--- config.mk ---
export PLATFORM = sky130hd
export DESIGN_NAME = mem_init_engine
export DESIGN_NICKNAME = d
export VERILOG_FILES = /design/src/rtl/mem_init_engine.sv
export SDC_FILE = /design/constraint.sdc
export NUM_CORES = 1
export LEC_CHECK = 0
export ABC_CLOCK_PERIOD_IN_PS = 3510
export BUFFER_PORTS_ARGS = -buffer_cell sky130_fd_sc_hd__buf_4
export CORE_MARGIN = 2
export CORE_UTILIZATION = 45
export CTS_BUF_LIST = sky130_fd_sc_hd__clkbuf_8
export DETAILED_ROUTE_END_ITERATION = 8
export PLACE_DENSITY = 0.74
export RECOVER_POWER = 50
export SLEW_MARGIN = 15
export SYNTH_ARGS = -nofsm -noshare
export SYNTH_HDL_FRONTEND = slang
export SYNTH_SLANG_ARGS = --single-unit
export TNS_END_PERCENT = 1
--- constraint.sdc ---
create_clock -name clk -period 3.51 [get_ports clk]
set_clock_uncertainty 0.15 [all_clocks]
set_input_delay 0 -clock clk [delete_from_list [all_inputs] [get_ports clk]]
set_output_delay 0 -clock clk [all_outputs]
set_load 0.01 [all_outputs]
--- src/rtl/mem_init_engine.sv ---
// mem_init_engine
// Sweeps a latched address range and writes one generated word per write slot
// into a single-port memory. A run is controlled by start/abort and reported
// through busy and a sticky done flag. Every output is registered.

module mem_init_engine #(
    parameter int ADDR_W    = 11,
    parameter int DATA_W    = 6,
    parameter int WE_GAP    = 8,
    parameter int ROW_SHIFT = 6
) (
    input  logic              clk,
    input  logic              rst,
    input  logic              start,
    input  logic              abort,
    input  logic [1:0]        mode,
    input  logic [DATA_W-1:0] fill_value,
    input  logic [ADDR_W-1:0] base_addr,
    input  logic [ADDR_W-1:0] last_addr,
    output logic [ADDR_W-1:0] mem_addr,
    output logic [DATA_W-1:0] mem_data,
    output logic              mem_we,
    output logic              busy,
    output logic              done
);

    localparam int GAP_W = $clog2(WE_GAP) + 1;
    localparam int H     = DATA_W / 2;
    localparam int L     = DATA_W - H;

    localparam logic [GAP_W-1:0]  GAP_LAST = GAP_W'(WE_GAP - 1);
    localparam logic [GAP_W-1:0]  GAP_ONE  = GAP_W'(1);
    localparam logic [ADDR_W:0]   CNT_ONE  = (ADDR_W + 1)'(1);

    typedef enum logic [1:0] {
        ST_IDLE = 2'd0,
        ST_RUN  = 2'd1,
        ST_DONE = 2'd2
    } state_t;

    // Word written at address a for the latched pattern selection.
    function automatic logic [DATA_W-1:0] pattern(
        input logic [1:0]        m,
        input logic [DATA_W-1:0] fv,
        input logic [ADDR_W-1:0] a
    );
        logic [DATA_W-1:0] word;
        case (m)
            2'd0:    word = fv;
            2'd1:    word = a[DATA_W-1:0];
            2'd2:    word = (a[0] ^ a[ROW_SHIFT]) ? ~fv : fv;
            2'd3:    word = {a[ROW_SHIFT+H-1:ROW_SHIFT], a[L-1:0]};
            default: word = fv;
        endcase
        return word;
    endfunction

    state_t              state_r, state_s;
    logic [1:0]          mode_r,  mode_s;
    logic [DATA_W-1:0]   fill_r,  fill_s;
    logic [ADDR_W-1:0]   base_r,  base_s;
    logic [ADDR_W:0]     len_r,   len_s;
    logic [GAP_W-1:0]    gap_r,   gap_s;
    logic [ADDR_W:0]     entry_r, entry_s;
    logic [ADDR_W-1:0]   addr_r,  addr_s;
    logic [DATA_W-1:0]   data_r,  data_s;
    logic                we_r,    we_s;
    logic                busy_r,  busy_s;
    logic                done_r,  done_s;

    logic                load_s;
    logic                finish_s;
    logic [ADDR_W-1:0]   cur_addr_s;
    logic [ADDR_W-1:0]   span_s;

    // Next-state and datapath decode; outputs lag the state by one edge so
    // busy rises one clock after start is accepted.
    always_comb begin
        state_s    = state_r;
        load_s     = 1'b0;
        mode_s     = mode_r;
        fill_s     = fill_r;
        base_s     = base_r;
        len_s      = len_r;
        gap_s      = gap_r;
        entry_s    = entry_r;
        addr_s     = addr_r;
        data_s     = data_r;
        we_s       = 1'b0;
        busy_s     = busy_r;
        done_s     = done_r;
        finish_s   = (entry_r == len_r);
        cur_addr_s = base_r + entry_r[ADDR_W-1:0];
        span_s     = last_addr - base_addr;

        case (state_r)
            ST_IDLE, ST_DONE: begin
                if (start) begin
                    load_s  = 1'b1;
                    state_s = ST_RUN;
                end else begin
                    state_s = state_r;
                end
            end
            ST_RUN: begin
                if (abort) begin
                    state_s = ST_IDLE;
                    busy_s  = 1'b0;
                    done_s  = 1'b0;
                end else if (finish_s) begin
                    busy_s = 1'b0;
                    done_s = 1'b1;
                    if (start) begin
                        // Back-to-back run accepted on the completing edge.
                        load_s  = 1'b1;
                        state_s = ST_RUN;
                    end else begin
                        state_s = ST_DONE;
                    end
                end else begin
                    state_s = ST_RUN;
                    busy_s  = 1'b1;
                    done_s  = 1'b0;
                    addr_s  = cur_addr_s;
                    data_s  = pattern(mode_r, fill_r, cur_addr_s);
                    we_s    = (gap_r == GAP_LAST);
                    if (gap_r == GAP_LAST) begin
                        gap_s   = '0;
                        entry_s = entry_r + CNT_ONE;
                    end else begin
                        gap_s   = gap_r + GAP_ONE;
                        entry_s = entry_r;
                    end
                end
            end
            default: begin
                state_s = ST_IDLE;
                busy_s  = 1'b0;
                done_s  = 1'b0;
            end
        endcase

        if (load_s) begin
            mode_s  = mode;
            fill_s  = fill_value;
            base_s  = base_addr;
            // Extra bit keeps the full-range count (2^ADDR_W) representable.
            len_s   = {1'b0, span_s} + CNT_ONE;
            gap_s   = '0;
            entry_s = '0;
        end else begin
            len_s   = len_r;
        end
    end

    // FSM state register.
    always_ff @(posedge clk) begin
        if (rst) begin
            state_r <= ST_IDLE;
        end else begin
            state_r <= state_s;
        end
    end

    // Latched run configuration, counters and registered outputs.
    always_ff @(posedge clk) begin
        if (rst) begin
            mode_r  <= 2'd0;
            fill_r  <= '0;
            base_r  <= '0;
            len_r   <= '0;
            gap_r   <= '0;
            entry_r <= '0;
            addr_r  <= '0;
            data_r  <= '0;
            we_r    <= 1'b0;
            busy_r  <= 1'b0;
            done_r  <= 1'b0;
        end else begin
            mode_r  <= mode_s;
            fill_r  <= fill_s;
            base_r  <= base_s;
            len_r   <= len_s;
            gap_r   <= gap_s;
            entry_r <= entry_s;
            addr_r  <= addr_s;
            data_r  <= data_s;
            we_r    <= we_s;
            busy_r  <= busy_s;
            done_r  <= done_s;
        end
    end

    assign mem_addr = addr_r;
    assign mem_data = data_r;
    assign mem_we   = we_r;
    assign busy     = busy_r;
    assign done     = done_r;

endmodule

# [Yosys cells after proc, flatten, opt, wreduce, memory -nomap -nowiden]
# Index checks and enable logic that the tools add are counted.
[totals] register_bits=69 inputBits=34 out_inout_bits=20 elab_cells=55
[op_classes] addsub=5 eq_ne=8 n_mux=18 bitwise=5 reduce_logical=7
[ops] cell="$pmux 6 s4" n=1
[ops] cell="$add 11x1->12 const B" n=1
[ops] cell="$add 12x1->12 const B" n=1
[ops] cell="$eq 12x12->1" n=1
[ops] cell="$add 11x11->11" n=1
[ops] cell="$sub 11x11->11" n=1
[ops] cell="$mux 2" n=4
[ops] cell="$mux 1" n=7
[ops] cell="$eq 2x2->1 const B" n=3
[ops] cell="$mux 6" n=1
[ops] cell="$not 6->6" n=1
[ops] cell="$pmux 1 s2" n=3
[ops] cell="$add 4x1->4 const B" n=1
[ops] cell="$eq 2x1->1 const B" n=2
[ops] cell="$eq 4x3->1 const B" n=1
[ops] cell="$logic_not 2->1" n=2
[ops] cell="$mux 4" n=1
[ops] cell="$pmux 2 s2" n=1
[ops] cell="$reduce_and 4->1" n=1
[ops] cell="$reduce_or 2->1" n=2
[ops] cell="$reduce_or 4->1" n=1
[ops] cell="$not 1->1" n=3
[ops] cell="$reduce_and 3->1" n=1
[ops] cell="$ne 2x2->1 const B" n=1
[ops] cell="$xor 1x1->1" n=1

# [Longest topological paths before layout]
[logic_depth] ltp_word=5 ltp_mapped=11 ltp_nobuf=11

# [Worst setup path before layout]
# OpenSTA, ideal clock, no wires.
[synth_timing] path_type="input to register" from="input last_addr[0]" to="register len_r[11]" setup_ns=0.070 t_arrival_ns=2.403 required_ns=3.290 path_slack_ns=0.887 cell_stages=11 n_path_buf=0 path_cell_list="inv_1 -> ha_1 -> inv_1 -> fa_1 -> a211oi_2 -> o21a_1 -> or4b_2 -> nand4_1 -> nand4_1 -> or4_1 -> a21oi_1"
[synth_via] elab_chain_cells=2
[synth_rtl] item="from (decl)" line_no="19" rtl="input logic [ADDR_W-1:0] last_addr,"
[synth_rtl] item="$sub 11x11->11" line_no="94" rtl="span_s = last_addr - base_addr;"
[synth_rtl] item="$add 11x1->12" line_no="148" rtl="len_s = {1'b0, span_s} + CNT_ONE;"
[synth_rtl] item="to (signal assigned)" line_no="183" rtl="len_r <= len_s;"
[synth_rtl] item="to (decl)" line_no="62" rtl="logic [ADDR_W:0] len_r, len_s;"
# Every way passes these cells.
# A chain may end at the register's enable or synchronous reset.

# [Worst setup path after layout]
[layout_timing] from="register entry_r[3]" to="register fill_r[5]"
[layout_via] elab_chain_cells=4
[layout_rtl] item="from (decl)" line_no="64" rtl="logic [ADDR_W:0] entry_r, entry_s;"
[layout_rtl] item="from (signal assigned)" line_no="185" rtl="entry_r <= entry_s;"
[layout_rtl] item="$eq 12x12->1" line_no="92" rtl="finish_s = (entry_r == len_r);"
[layout_rtl] item="$mux 1" line_no="110" rtl="end else if (finish_s) begin"
[layout_rtl] item="$mux 1" line_no="106" rtl="if (abort) begin"
[layout_rtl] item="$pmux 1 s2" line_no="96" rtl="case (state_r)"
[layout_rtl] item="to (signal assigned)" line_no="181" rtl="fill_r <= fill_s;"
[layout_rtl] item="to (decl)" line_no="60" rtl="logic [DATA_W-1:0] fill_r, fill_s;"
# Every way passes these cells.

==> results.toml <==
[synth]
synth_top_family_by_area = "simple AND/OR/NAND/NOR gates"
synth.cell_area_um2 = 4100
synth-simple-area-share = 0.225
yosys_most_used_dff = "dfxtp_1"
synthMuxAreaShare = 0.00732
yosysUniqueCellTypes = 60
synthAdderAreaFrac = 0.0799
syn_nets = 575
synth_edf_count = 0
synth_compound_area_frac = 0.214
yosysWarningCount = 0
synth_xor_area_frac = 0.0948
synth_cells = 516
avgSynthCellArea_um2 = 7.95
async_flop_share = 0
ys_seq_area_frac = 0.337
synth_seq_cells = 69

[detailed_routing]
viasPerCell = 5.58
totalWireLength_um = 10200
drt_iter0_drc = 191
via_count = 3998
drt_first_pass_iters = 4
final_antenna_net_count = 0
avgRoutedWirePerCell_um = 14.3
drcViolationCount = 0

[worst_setup_path]
r2r_start = "entry_r[3]"
reg2regPathDepth = 8
end_kind = "register"
crit_arrival_ns = 3.22
critical_path_required_ns = 3.64
critPathLaunchType = "register"
crit_type = "register to register"
reg2reg_to = "fill_r[5]"
regToRegSetupSlack_ns = 0.42
crit_fanout = 34

[placed_design]
post-dp-hpwl_um = 7470
dp_worst_setup_slack_ns = 0.597
portBuffers = 53
place_inst = 661
place.gp.congestion = 0.847

[floorplanning]
die_area_um2 = 9900
io_pins = 54
start_util = 0.468
dieHeight_um = 99.5
core.rowCount = 34
core_um2 = 8760
fp.dieW_um = 99.5

[cts]
clockBufferDepth = 2
clk-insertion-delay-late_ns = 0.35
htreeDepth = 3
clock-sinks = 69
clk_pin_slew_ns = 0.07
cts_tree = "built"
cts_root_buffer = "clkbuf_8"
cts_buffers = 9

[grt]
overflow = 0
grt_pass1_wl_um = 17500
grt_antenna_before_repair = 0
grt_max_degree = 52
grt_pass1_vias = 3893
track_usage = 0.215

[sta]
drv_slew = 0
post-route-min-period_ns = 3.09
rsz0062_at_grt = "false"
layout_setup_ws_ns = 0.421
max_freq_ghz = 0.324
finalSetupViolCount = 0
tightest_slew_ns = 0.728
maxSlewHeadroom = 0.515
tns_ns = 0
holdWs_ns = 0.0291
finalCritPeriodShare = 0.880
finalHoldViolCount = 0

[worst_hold_path]
min_path_type = "input port to register"
hold_path_end = "len_r[0]"
holdPathStages = 5
min_from = "last_addr[0]"

[final_layout]
num_antenna_cells = 0
area_growth_pct = 24.4
fillers = 840
drive_above_1_share = 0.104
stdcell_count = 716
nets = 662

[run]
max-cap-violations = 0

[power]
vdd_ir_drop_max_mv = 0.156
p_per_area_nw_per_um2 = 386
power_leakage_nw = 2.13

[outcome]
status = "finished, final reports clean"
-- synth_stat cells, drive strengths merged, types with 3 or more instances --
master | count | area, um2
a2111oi | 4 | 60.1
a211oi | 13 | 103
a21o | 4 | 30.0
a21oi | 54 | 270
a31oi | 5 | 31.3
and2 | 3 | 18.8
and3 | 6 | 37.5
clkbuf | 21 | 78.8
dfxtp | 69 | 1380
ha | 23 | 288
inv | 26 | 97.6
mux2i | 3 | 30.0
nand2 | 79 | 297
nand2b | 5 | 31.3
nand3 | 19 | 95.1
nand4 | 3 | 18.8
nor2 | 40 | 150
nor2b | 6 | 37.5
nor3 | 11 | 55.1
nor4 | 7 | 43.8
o21a | 4 | 30.0
o21ai | 16 | 80.1
o22ai | 5 | 31.3
o31ai | 6 | 45.0
or2 | 4 | 25.0
or3 | 6 | 37.5
or4 | 5 | 41.3
xnor2 | 16 | 140
xor2 | 25 | 226
-- cells by family after synthesis --
group | after synthesis
xor+xnor | 42
compound gates | 132
mux | 3
fa+ha+maj | 25
simple gates | 198
buf+inv | 47
flops | 69
-- state kept, by name, indices dropped and copies added (netlist names), 4 cells and up --
| name | count |
|---|---|
| entry_r | 12 |
| len_r | 12 |
| base_r | 11 |
| mem_addr | 11 |
| fill_r | 6 |
| mem_data | 6 |
| gap_r | 4 |
-- worst max path at each step --
stage,startpoint,endpoint,slack (ns),cells after the start
after floorplan,last_addr[0],len_r[11],0.89,11
after global placement,last_addr[0],len_r[11],0.66,12
after detailed placement,last_addr[0],len_r[11],0.60,12
after CTS,base_addr[0],len_r[11],0.46,12
after global routing,entry_r[3],mode_r[1],0.21,8
final,entry_r[3],fill_r[5],0.42,8
-- worst max-delay path, cell delays in order, from the launching register on --
cell           delay (ns)
dfxtp_1              0.47
xor2_1               0.11
nor4_1               0.27
nand3_1              0.32
o22ai_2              0.19
clkbuf_2             0.56
nand2_1              0.13
a21oi_1              0.20
dlygate4sd3_1        0.59
-- cell usage in the layout, fill, tap and decap left out, drive strengths merged, types with 7 or more instances in the layout --
master       count
a211oi          13
a21oi           54
buf             35
clkbuf          36
dfxtp           69
dlygate4sd3     39
ha              23
inv             26
nand2           79
nand3           19
nor2            40
nor3            11
nor4             7
o21ai           16
xnor2           16
xor2            25
-- per-stage QoR --
step                      power (mW)  cell area, um2  utilization
final                           1.97            5100        0.582
after global routing            2.07            5100        0.582
after CTS                       1.98            5190        0.592
after detailed placement        1.32            4600        0.525
after global placement          1.31            4600        0.525
after floorplan                 1.19            4100            -
-- metal layers --
layer,GRT usage,part of all wire,vias to the layer above
met5,0,0,-
met1,0.281,0.47,1890
li1,-,-,2007
met3,0.0337,0.035,17
met4,0.0653,0.016,0
met2,0.365,0.48,84
-- report_power, final --
part / leakage [nW] / switching (mW) / internal, mW / total, mW
logic: 1.46 / 0.263 / 0.208 / 0.471
registers: 0.562 / 0.0389 / 0.828 / 0.867
clock network: 0.101 / 0.299 / 0.332 / 0.631
-- area by class of cell --
| cell class | instances | area, um2 | share of cell area |
|---|---|---|---|
| clock inverters | 3 | 17.5 | 0.00343 |
| inverters | 26 | 97.6 | 0.0191 |
| clock buffers | 13 | 179 | 0.0351 |
| repair buffers | 97 | 741 | 0.145 |
| flip-flops and latches | 69 | 1380 | 0.271 |
| multi-input cells | 400 | 2550 | 0.500 |
| well taps | 108 | 135 | 0.0265 |
-- what timing repair did --
action,CTS,global route
resized for setup,0,0
endpoints found under the hold margin,34,0
hold buffers,39,0
setup buffers,0,0
(Power assumes the default switching activity.)
